===== config.mk =====
export PLATFORM = sky130hd
export DESIGN_NAME = cnn1d_condition_voter
export DESIGN_NICKNAME = d
export VERILOG_FILES = /design/src/rtl/cnn1d_pkg.sv /design/src/rtl/cnn1d_condition_voter.sv
export SDC_FILE = /design/constraint.sdc
export NUM_CORES = 1
export LEC_CHECK = 0
export BUFFER_PORTS_ARGS = -buffer_cell sky130_fd_sc_hd__buf_2
export CAP_MARGIN = 25
export CORE_MARGIN = 2
export CORE_UTILIZATION = 35
export CTS_CLUSTER_DIAMETER = 50
export DETAILED_ROUTE_END_ITERATION = 8
export PLACE_DENSITY_LB_ADDON = 0.08
export SYNTH_ARGS = -nofsm -noshare
export SYNTH_HDL_FRONTEND = slang
export SYNTH_SLANG_ARGS = --single-unit

===== constraint.sdc =====
create_clock -name clk -period 6.67 [get_ports clk]
set_input_delay 1.334 -clock clk [delete_from_list [all_inputs] [get_ports clk]]
set_output_delay 1.334 -clock clk [all_outputs]
set_load 0.02 [all_outputs]

===== src/rtl/cnn1d_pkg.sv =====
// Shared types for the CNN condition voter.
package cnn1d_pkg;

   // Voter control states: collect a window, scan for the winner, hold the verdict.
   typedef enum logic [1:0] {
      ACCUM  = 2'd0,
      DECIDE = 2'd1,
      REPORT = 2'd2
   } vote_state_t;

endpackage


===== src/rtl/cnn1d_condition_voter.sv =====
// Tumbling-window majority voter with confidence threshold and hysteresis.
// Accepts per-window class results from the CNN, scans class counters one
// per cycle for the winner, and holds a registered verdict for downstream.
module cnn1d_condition_voter
   import cnn1d_pkg::*;
#(
   parameter int NUM_CLASSES   = 2,
   parameter int CLASS_WIDTH   = 1,
   parameter int WINDOW        = 8,
   parameter int THRESHOLD     = 6,
   parameter int DEFAULT_CLASS = 0,
   parameter int ERR_WIDTH     = 8
) (
   input  logic                   clk,
   input  logic                   rst,
   input  logic                   vote_valid_in,
   output logic                   vote_ready_in,
   input  logic [CLASS_WIDTH-1:0] vote_class_in,
   output logic                   vote_valid_out,
   input  logic                   vote_ready_out,
   output logic [CLASS_WIDTH-1:0] vote_class_out,
   output logic                   vote_changed_out,
   output logic                   vote_confident_out,
   output logic [ERR_WIDTH-1:0]   err_count
);

   localparam int CNT_W = $clog2(WINDOW + 1);
   localparam logic [CNT_W-1:0]       WIN_LAST = CNT_W'(WINDOW - 1);
   localparam logic [CNT_W-1:0]       THR      = CNT_W'(THRESHOLD);
   localparam logic [CLASS_WIDTH:0]   NUM_CLS  = (CLASS_WIDTH + 1)'(NUM_CLASSES);
   localparam logic [CLASS_WIDTH-1:0] LAST_CLS = CLASS_WIDTH'(NUM_CLASSES - 1);
   localparam logic [CLASS_WIDTH-1:0] DEF_CLS  = CLASS_WIDTH'(DEFAULT_CLASS);

   vote_state_t            state, state_nxt;
   logic [CNT_W-1:0]       cls_cnt [NUM_CLASSES];
   logic [CNT_W-1:0]       win_cnt;
   logic [CLASS_WIDTH-1:0] scan_idx;
   logic [CNT_W-1:0]       best_cnt;
   logic [CLASS_WIDTH-1:0] best_idx;

   logic                   take;
   logic                   in_range;
   logic                   win_done;
   logic                   scan_last;
   logic [CNT_W-1:0]       scan_cnt;
   logic [CNT_W-1:0]       best_cnt_nxt;
   logic [CLASS_WIDTH-1:0] best_idx_nxt;
   logic                   final_conf;

   // Handshake flags come straight from the registered state, so there is no
   // combinational path from vote_ready_out back to vote_ready_in.
   assign vote_ready_in  = (state == ACCUM);
   assign vote_valid_out = (state == REPORT);
   assign take           = vote_valid_in & vote_ready_in;
   assign in_range       = ({1'b0, vote_class_in} < NUM_CLS);
   assign win_done       = (win_cnt == WIN_LAST);
   assign scan_last      = (scan_idx == LAST_CLS);

   // Argmax step: strict greater-than keeps the lower index on ties.
   always_comb begin
      scan_cnt     = cls_cnt[scan_idx];
      best_cnt_nxt = best_cnt;
      best_idx_nxt = best_idx;
      if (scan_cnt > best_cnt) begin
         best_cnt_nxt = scan_cnt;
         best_idx_nxt = scan_idx;
      end
      final_conf = (best_cnt_nxt >= THR);
   end

   // State register.
   always_ff @(posedge clk or posedge rst) begin
      if (rst) state <= ACCUM;
      else     state <= state_nxt;
   end

   // Next-state logic.
   always_comb begin
      state_nxt = state;
      case (state)
         ACCUM:   if (take && win_done) state_nxt = DECIDE;
         DECIDE:  if (scan_last)        state_nxt = REPORT;
         REPORT:  if (vote_ready_out)   state_nxt = ACCUM;
         default:                       state_nxt = ACCUM;
      endcase
   end

   // Counters, argmax scan and registered verdict.
   always_ff @(posedge clk or posedge rst) begin
      if (rst) begin
         for (int i = 0; i < NUM_CLASSES; i++) cls_cnt[i] <= '0;
         win_cnt            <= '0;
         scan_idx           <= '0;
         best_cnt           <= '0;
         best_idx           <= '0;
         err_count          <= '0;
         vote_class_out     <= DEF_CLS;
         vote_changed_out   <= 1'b0;
         vote_confident_out <= 1'b0;
      end else begin
         case (state)
            ACCUM: begin
               if (take) begin
                  win_cnt <= win_cnt + 1'b1;
                  if (in_range)
                     cls_cnt[vote_class_in] <= cls_cnt[vote_class_in] + 1'b1;
                  else if (err_count != '1)
                     err_count <= err_count + 1'b1;
                  // Arm the scan for the window that just closed.
                  if (win_done) begin
                     scan_idx <= '0;
                     best_cnt <= '0;
                     best_idx <= '0;
                  end
               end
            end
            DECIDE: begin
               scan_idx <= scan_idx + 1'b1;
               best_cnt <= best_cnt_nxt;
               best_idx <= best_idx_nxt;
               if (scan_last) begin
                  // Below threshold the old verdict is held (hysteresis).
                  vote_confident_out <= final_conf;
                  vote_changed_out   <= final_conf && (best_idx_nxt != vote_class_out);
                  if (final_conf) vote_class_out <= best_idx_nxt;
               end
            end
            REPORT: begin
               if (vote_ready_out) begin
                  for (int i = 0; i < NUM_CLASSES; i++) cls_cnt[i] <= '0;
                  win_cnt            <= '0;
                  vote_changed_out   <= 1'b0;
                  vote_confident_out <= 1'b0;
               end
            end
            default: ;
         endcase
      end
   end

endmodule


==> results.ini, run 1 <==
[hold_path]
holdPathEnd = vote_confident_out
min_path_type = reg2reg
whs_path_depth = 1
hold_start = vote_confident_out

[timing]
period_share_pct = 38.9
whs_ns = 0.480
relSlewSlack_pct = 42.1
skew_ns = 0.00436
setup_viol = 0
min_period_ns = 2.60
maxSlewViolCount = 0
tightest_slew_ns = 0.868
hold_violations = 0
rsz0062_at_grt = no
setup_tns_ns = 0
max_freq_ghz = 0.385

[setup_path]
cp.required_ns = 6.82
cp-startpoint = scan_idx
crit_chain = mux2_2, ha_1, nor2b_4, o211ai_2, a21oi_2, mux2_4, mux2_4
r2r-end = vote_class_out
arrival_ns = 2.74
max_stage_delay_ns = 0.62
crit_type = reg2reg
ff2ff_setup_slack_ns = 4.07
cp_max_fo = 13
ff2ff_path_depth = 7
cp_slowest_cell = dfrtp_1
crit_path_start_kind = register
path_common_cell = mux2_4
r2r-start = scan_idx
worstSetupEndpointType = register

[detailed_routing]
first_iter_violations = 13
wire_per_inst_um = 13.4
via_per_inst = 5.08
num_vias = 971
postRouteAntennaNets = 0
firstDrtPassIters = 4
drc_errors = 0
routed_wl_um = 2560

[finish]
area_growth_pct = 7.01
design_area_um2 = 1490
antenna_cells = 0
final_common_cell = dfrtp_1
nFillCells = 379
nNetsFinal = 155
drive_gt1_share_pct = 20.3
final_cell_mix = dfrtp_1, a22o_1, nand2_1
postLayoutCoreUtil_pct = 39.8

[logic_synthesis]
synth-xor-area-share_pct = 3.15
synthSimpleGateAreaFrac_pct = 14.4
synth.avg_cell_area_um2 = 10.3
ys_seq_area_share_pct = 41.4
synth.distinct_cells = 36
synth_top_flop_cell = dfrtp_1
synth-edff-count = 0
synth_seq_cells = 23
synthArstFlopShare_pct = 100
synth_area_um2 = 1390
syn-instance-count = 135
synth_compound_area_share_pct = 19.6
muxShareOfSynthArea_pct = 8.45
synth_top_family_by_area = compound AO/OA/AOI/OAI gates
ys_warn_count = 0
synthAdderAreaFrac_pct = 5.40

[global_route]
grt_pass1_wl_um = 4570
grt_util_all_layers_pct = 13.3
grt_antenna_before_repair = 0
grt_remaining_overflow = 0
grt_pass1_vias = 981
grt_max_degree = 24

[cts]
cts_hold_buf = 0
cts_tree = yes
post-cts-setup-buffer-count = 0
root_buffer = clkbuf_8
clock_latency_ns = 0.26
ctsLongestPathBuffers = 2
h-tree-depth = 1
cts_made_buffers = 3
cts.sinks = 23
cts_resized = 0
path_clk_slew_ns = 0.08

[floorplan]
die_area_um2 = 4500
pin_count = 18
die-height_um = 67.1
start_util_pct = 37.2
core_um2 = 3740
die_x_um = 67.1
rows = 22

[pwr]
ir_drop_mv = 0.137
p_per_area_nw_per_um2 = 507
power.leakage_nw = 0.728
power_w = 0.000755

[status]
status = completed

[place]
place_hpwl_um = 1970
place_area_um2 = 1440
port_buffers = 9
gp_congestion = 0.742

[flow_run]
cap_violations = 0

## synthesized netlist by cell type, types with 4 or more instances
library cell  instances  area share, %
a22o_1               10            6.3
nor2b_1               5            2.2
buf_2                 4            1.4
a21oi_1               4            1.4
dfrtp_1              23             41
inv_1                 6            1.6
nand2_1              10            2.7
nor2_1                8            2.2
buf_4                 8            4.3
ha_1                  6            5.4
mux2_2                6            4.9
o21ai_0               7            2.5
## worst max path at each step
stage               slack [ns]  depth (start not counted)              to
floorplan                 4.14                          5      cls_cnt[6]
global route              3.95                          7  vote_class_out
CTS                       4.08                          7  vote_class_out
detailed placement        4.09                          5      cls_cnt[6]
global placement          4.10                          5      cls_cnt[6]
finish                    4.07                          7  vote_class_out
## registers in the layout, summed over array words and instances, names as in the netlist
signal              count
win_cnt                 4
cls_cnt                 8
best_cnt                4
vote_class_out          1
state                   2
vote_confident_out      1
best_idx                1
vote_changed_out        1
scan_idx                1
## critical path: cells and delay by family, from the launching register on
family	cells	cell delay, ns
simple gates	1	0.17
compound gates	2	0.38
flops	1	0.62
mux	3	1.00
fa+ha+maj	1	0.32
## report_power, final
part           internal (W)   total, W  leakage, nW  switching [W]
Combinational      0.000199   0.000417        0.403       0.000218
Clock             0.0000416  0.0000846       0.0255      0.0000431
Sequential         0.000193   0.000253        0.300      0.0000607
## stage by stage
stage,worst slack [ns],instances
detailed placement,4.09,187
floorplan,4.14,142
global placement,4.10,187
global route,3.95,191
CTS,4.08,191
finish,4.07,191
## area by class of cell
| cell class | instances | area (um^2) | share of cell area [%] |
|---|---|---|---|
| Clock buffer | 3 | 41.3 | 2.77 |
| Clock inverter | 1 | 5.00 | 0.336 |
| Inverter | 6 | 22.5 | 1.51 |
| Multi-Input combinational cell | 101 | 739 | 49.7 |
| Sequential cell | 23 | 576 | 38.7 |
| Tap cell | 48 | 60.1 | 4.03 |
| Timing Repair Buffer | 9 | 45.0 | 3.03 |
## per-layer routing
metal	track usage [%]	routed length, um	up-vias
met1	17.5	1270	472
met3	2.53	65	2
met5	0	0	-
met4	3.06	18	0
li1	-	-	485
met2	22.3	1210	12
## cells by family (layout without fill, tap and decap cells)
family / count (synthesis) / count (layout)
other: 1 / 8
AND/OR/NAND/NOR: 36 / 36
buffers and inverters: 18 / 19
AO/OA/AOI/OAI: 36 / 36
adder cells (fa/ha/maj): 6 / 6
multiplexers: 10 / 10
flip-flops: 23 / 23
XOR/XNOR: 5 / 5
Note: power is estimated with default switching activity, not from simulation.
==> inputs of run 2 (changes only) <==
clock period = 2.3 ns   (was 6.67 ns; I/O delays follow)
==> run 2 against run 1 <==
First-iteration DRC count rose to 3.8 times the previous value. Fmax rose by 16%. Combinational power rose to 3.6 times the previous value. Die area did not move. Critical path depth did not move. Wire length rose by 5.9%. Global-route usage rose by 0.30 points. Design area rose by 7.2%. Non-clock buffer count rose by 6. Critical path type unchanged. Critical endpoint unchanged. Largest power group unchanged. Highest routed layer unchanged.
==> results.ini, run 2 (synthesized netlist as in run 1, its figures left out) <==
[setup_path]
cp_slowest_cell = dfrtp_2
arrival_ns = 2.38  ; -0.36 ns
ff2ff_setup_slack_ns = 0.07  ; -4.01 ns
ff2ff_path_depth = 7  ; unchanged
cp_max_fo = 5  ; -8
path_common_cell = mux2_4
crit_type = reg2reg
worstSetupEndpointType = register
r2r-start = scan_idx
max_stage_delay_ns = 0.44  ; -0.18 ns
crit_path_start_kind = register
r2r-end = vote_class_out
crit_chain = mux2_4, ha_4, nor2b_4, o211ai_4, a21oi_4, mux2_4, mux2_4
cp.required_ns = 2.45  ; -4.37 ns

[pwr]
seq_power_share_pct = 28.7  ; -4.8 points
p_per_area_nw_per_um2 = 1540  ; +200%
ir_drop_mv = 0.537  ; +290%
power_w = 0.00246  ; +230%
power.leakage_nw = 0.761  ; +4.6%
p_comb_share_pct = 61.1  ; +5.8 points
switching_share_pct = 42.4  ; -0.31 points
p_clk_share_pct = 10.2  ; -1.0 points
intPower_w = 0.00142  ; +230%
netSwitchingPower_w = 0.00104  ; +220%

[detailed_routing]
firstDrtPassIters = 4  ; unchanged
routed_wl_um = 2710  ; +5.9%
postRouteAntennaNets = 0  ; unchanged
drc_errors = 0  ; unchanged
num_vias = 965  ; -0.62%
via_per_inst = 4.90  ; -3.6%
wire_per_inst_um = 13.8  ; +2.6%
first_iter_violations = 49  ; +36

[floorplan]
core_um2 = 3740  ; unchanged
die_area_um2 = 4500  ; unchanged
start_util_pct = 37.2  ; unchanged
die_x_um = 67.1  ; unchanged
pin_count = 18  ; unchanged
rows = 22  ; unchanged
die-height_um = 67.1  ; unchanged

[cts]
ctsLongestPathBuffers = 2  ; unchanged
cts_hold_buf = 0  ; unchanged
path_clk_slew_ns = 0.08  ; about the same
post-cts-setup-buffer-count = 0  ; unchanged
cts_tree = yes
h-tree-depth = 1  ; unchanged
root_buffer = clkbuf_8
cts_made_buffers = 3  ; unchanged
cts.sinks = 23  ; unchanged
clock_latency_ns = 0.26  ; about the same

[global_route]
grt_pass1_vias = 968  ; -1.3%
grt_remaining_overflow = 0  ; unchanged
grt_util_all_layers_pct = 13.6  ; +0.30 points
grt_antenna_before_repair = 0  ; unchanged
grt_pass1_wl_um = 4570  ; unchanged
grt_max_degree = 24  ; unchanged

[timing]
skew_ns = 0.00603  ; +0.00168 ns
max_freq_ghz = 0.448  ; +16%
period_share_pct = 97.0  ; +58 points
setup_tns_ns = 0  ; unchanged
maxSlewViolCount = 0  ; unchanged
rsz0062_at_grt = no
setup_viol = 0  ; unchanged
min_period_ns = 2.23  ; -0.364 ns
hold_violations = 0  ; unchanged

[place]
place_hpwl_um = 2010  ; +1.6%
gp_congestion = 0.824  ; +11%
port_buffers = 9  ; unchanged

[finish]
nNetsFinal = 161  ; +3.9%
final_cell_mix = dfrtp_1, a22o_1, nand2_1
largest_register_ffs = 8  ; unchanged
postLayoutCoreUtil_pct = 42.6  ; +2.9 points
top_register = cls_cnt
multiInputGateArea_um2 = 802  ; +8.5%
area_growth_pct = 14.7
reg_top3 = cls_cnt: 8 flops, best_cnt: 4 flops, win_cnt: 4 flops
nFillCells = 387  ; +2.1%
drive_gt1_share_pct = 25.5  ; +5.2 points
seqCellArea_um2 = 577  ; +0.22%
final_common_cell = dfrtp_1
antenna_cells = 0  ; unchanged

[flow_run]
cap_violations = 0  ; unchanged

[hold_path]
min_path_type = in2async

[status]
status = completed

-- run 2: critical path, delay by kind of cell (launching register included) --
family                   cells  cell delay, ns
AO/OA/AOI/OAI                2            0.32
adder cells (fa/ha/maj)      1            0.28
flip-flops                   1            0.44
multiplexers                 3            0.90
AND/OR/NAND/NOR              1            0.18
-- run 2: metal layers --
layer  vias to the layer above  global-route usage, %  wire, um
li1                        496                      -         -
met1                       457                   17.5      1330
met2                        10                   22.5      1310
met3                         2                   2.53        54
met4                         0                   4.59        18
met5                         -                      0         0
-- run 2: worst max path at each step --
stage / startpoint / end / slack [ns]
2_1_floorplan: scan_idx / vote_class_out / 0.0008
3_3_place_gp: scan_idx / vote_class_out / 0.04
3_5_place_dp: scan_idx / vote_class_out / -0.01
4_1_cts: scan_idx / vote_class_out / 0.002
5_1_grt: scan_idx / vote_class_out / 0.007
6_report: scan_idx / vote_class_out / 0.07
-- run 2: through the flow --
stage	hold WS, ns	setup slack, ns	instances	area (um^2)
floorplan	0.462	0.000772	142	1420
global placement	0.454	0.0418	193	1490
detailed placement	0.464	-0.0134	193	1490
CTS	0.227	0.00232	197	1540
global route	0.239	0.00730	197	1600
finish	0.225	0.0685	197	1600
-- run 2: power groups by stage --
stage | clock network [W] | logic, W | registers, W
finish | 0.000251 | 0.00150 | 0.000707
global route | 0.000285 | 0.00165 | 0.000734
CTS | 0.000266 | 0.00135 | 0.000704
detailed placement | 0 | 0.00129 | 0.000710
global placement | 0 | 0.00129 | 0.000707
floorplan | 0 | 0.00103 | 0.000688
-- run 2: area by class of cell --
type	count	share of cell area, %
clock buffers	4	2.82
inverters	6	1.41
multi-input cells	101	50.2
flip-flops and latches	23	36.1
well taps	48	3.76
repair buffers	15	5.64
-- run 2: timing repair --
action,4_1_cts,5_1_grt
hold endpoints to repair,0,0
gates cloned,0,0
pin swaps,1,2
resized for setup,2,8
endpoints found under the setup margin,1,8
==> inputs of run 3 (changes only) <==
CTS_BUF_LIST = sky130_fd_sc_hd__clkbuf_16   (was default)
==> run 3 against run 2 <==
Core utilization is 1.6 points higher. Register-to-register slack worse by 0.02 ns. Design area is 3.7% higher. Final cell count is 0.51% higher. Sequential share of layout area is 1.4 points lower. Critical path depth is 2 higher. Critical endpoint unchanged. Non-clock buffer count is 1 higher. Sequential power is 1% higher. Count of clock-buffer cells in the layout is 1 lower. Wire length is 0.33% lower. Clock skew is 0.00097 ns lower. Die area stayed put.
==> results.ini, run 3 (synthesized netlist as in run 1, its figures left out) <==
[status]
status = completed

[setup_path]
worstSetupEndpointType = register
crit_type = reg2reg
cp.required_ns = 2.44  ; about the same
cp_max_fo = 4  ; -1
crit_path_start_kind = register
arrival_ns = 2.39  ; about the same

[global_route]
grt_remaining_overflow = 0  ; unchanged
grt_pass1_wl_um = 4610  ; +0.92%
grt_antenna_before_repair = 0  ; unchanged
grt_max_degree = 24  ; unchanged
grt_util_all_layers_pct = 13.7  ; +0.14 points
grt_pass1_vias = 966  ; -0.21%

[pwr]
netSwitchingPower_w = 0.00107  ; +3.0%
p_per_area_nw_per_um2 = 1590  ; +3.2%
intPower_w = 0.00156  ; +9.9%
seq_power_share_pct = 27.2  ; -1.5 points
power.leakage_nw = 0.786  ; +3.3%
ir_drop_mv = 0.515  ; -4.0%
switching_share_pct = 40.8  ; -1.6 points
p_comb_share_pct = 58.5  ; -2.6 points
p_clk_share_pct = 14.3  ; +4.1 points

[detailed_routing]
routed_wl_um = 2700  ; -0.33%
first_iter_violations = 25  ; -49%
drc_errors = 0  ; unchanged
num_vias = 957  ; -0.83%
wire_per_inst_um = 13.6  ; -0.84%
postRouteAntennaNets = 0  ; unchanged
firstDrtPassIters = 4  ; unchanged
via_per_inst = 4.83  ; -1.3%

[timing]
setup_slack_ns = 0.0494  ; -0.0192 ns
maxSlewViolCount = 0  ; unchanged
setup_viol = 0  ; unchanged
max_freq_ghz = 0.444  ; -0.85%
skew_ns = 0.00507  ; -0.000967 ns
min_period_ns = 2.25  ; +0.0192 ns
hold_violations = 0  ; unchanged
period_share_pct = 97.9  ; +0.83 points

[floorplan]
core_um2 = 3740  ; unchanged
pin_count = 18  ; unchanged
die_x_um = 67.1  ; unchanged
die-height_um = 67.1  ; unchanged
die_area_um2 = 4500  ; unchanged
start_util_pct = 37.2  ; unchanged
rows = 22  ; unchanged

[cts]
cts_made_buffers = 3  ; unchanged
h-tree-depth = 1  ; unchanged
path_clk_slew_ns = 0.06  ; -0.02 ns
root_buffer = clkbuf_16
cts_tree = yes
cts.sinks = 23  ; unchanged
ctsLongestPathBuffers = 2  ; unchanged
clock_latency_ns = 0.25  ; about the same
cts_hold_buf = 0  ; unchanged

[hold_path]
min_path_type = in2async

[place]
placed_cells = 193  ; unchanged
gp_congestion = 0.824  ; unchanged
place_hpwl_um = 2010  ; unchanged
detailedPlace.worstSlack_ns = -0.0134  ; unchanged
port_buffers = 9  ; unchanged

[finish]
nFillCells = 379  ; -2.1%
antenna_cells = 0  ; unchanged
final-instance-count-excl-fill = 198  ; +0.51%
area_growth_pct = 19.0
top_register = cls_cnt
final_common_cell = dfrtp_1
drive_gt1_share_pct = 26.7  ; +1.2 points
largest_register_ffs = 8  ; unchanged
nNetsFinal = 162  ; +0.62%
final_cell_mix = dfrtp_1, a22o_1, nand2_1
reg_top3 = cls_cnt: 8 flops, best_cnt: 4 flops, win_cnt: 4 flops

[flow_run]
cap_violations = 0  ; unchanged

## run 3: cell count changes in the layout (fill, tap and decap cells not counted), sizes merged
cell | previous run | this run
buf | 15 | 16
clkbuf | 4 | 3
inv | 6 | 7
## run 3: power by group through the flow
stage	combinational, W	sequential, W	clock [W]
6_report	0.00154	0.000716	0.000376
3_5_place_dp	0.00129	0.000710	0
4_1_cts	0.00131	0.000702	0.000384
3_3_place_gp	0.00129	0.000707	0
2_1_floorplan	0.00103	0.000688	0
5_1_grt	0.00170	0.000741	0.000404
## run 3: cell type report
type	count	area [um^2]	area share [%]
clock buffer	3	75.1	4.54
clock inverter	1	3.75	0.227
inverter	6	22.5	1.36
multi-input combinational	101	817	49.4
sequential	23	576	34.8
tap	48	60.1	3.63
timing repair buffer	16	101	6.12
## run 3: path summary, 6_finish.rpt
path                       cells past startpoint            endpoint                from  slack, ns
setup reg to reg                               9      vote_class_out            scan_idx       0.05
setup / recovery                               9      vote_class_out            scan_idx       0.05
max in group asynchronous                      3         best_cnt[2]                 rst       1.82
min in group clk                               2            state[1]      vote_ready_out       0.40
hold reg to reg                                1  vote_confident_out  vote_confident_out       0.48
hold / removal                                 3          win_cnt[0]                 rst       0.24
## run 3: through the flow
stage               hold WS [ns]  TNS [ns]  util, %  power, W  instance area [um^2]
floorplan                  0.462         0        -   0.00172                  1420
global placement           0.454         0     39.7   0.00199                  1490
detailed placement         0.464   -0.0134     39.7   0.00200                  1490
CTS                        0.249         0     42.0   0.00240                  1570
global route               0.266   -0.0262     44.2   0.00284                  1660
finish                     0.237         0     44.2   0.00263                  1660
## run 3: metal layers
metal | global-route usage [%] | part of all wire (%)
met5 | 0 | 0
met1 | 17.8 | 50
met2 | 22.6 | 47
met3 | 2.53 | 1.6
met4 | 4.59 | 0.74
## run 3: critical path, stage by stage (launching register included)
cell	delay (ns)
dfrtp_1	0.44
buf_6	0.15
buf_4	0.13
mux2i_4	0.18
ha_2	0.20
nor2b_4	0.15
o211ai_4	0.10
a21oi_4	0.22
mux2_4	0.31
mux2_4	0.26
## run 3: timing repair
action	in CTS	in global routing
buffers inserted	1	0
setup endpoints to repair	1	5
pin swaps	1	2
hold endpoints to repair	0	0
resized for setup	0	13
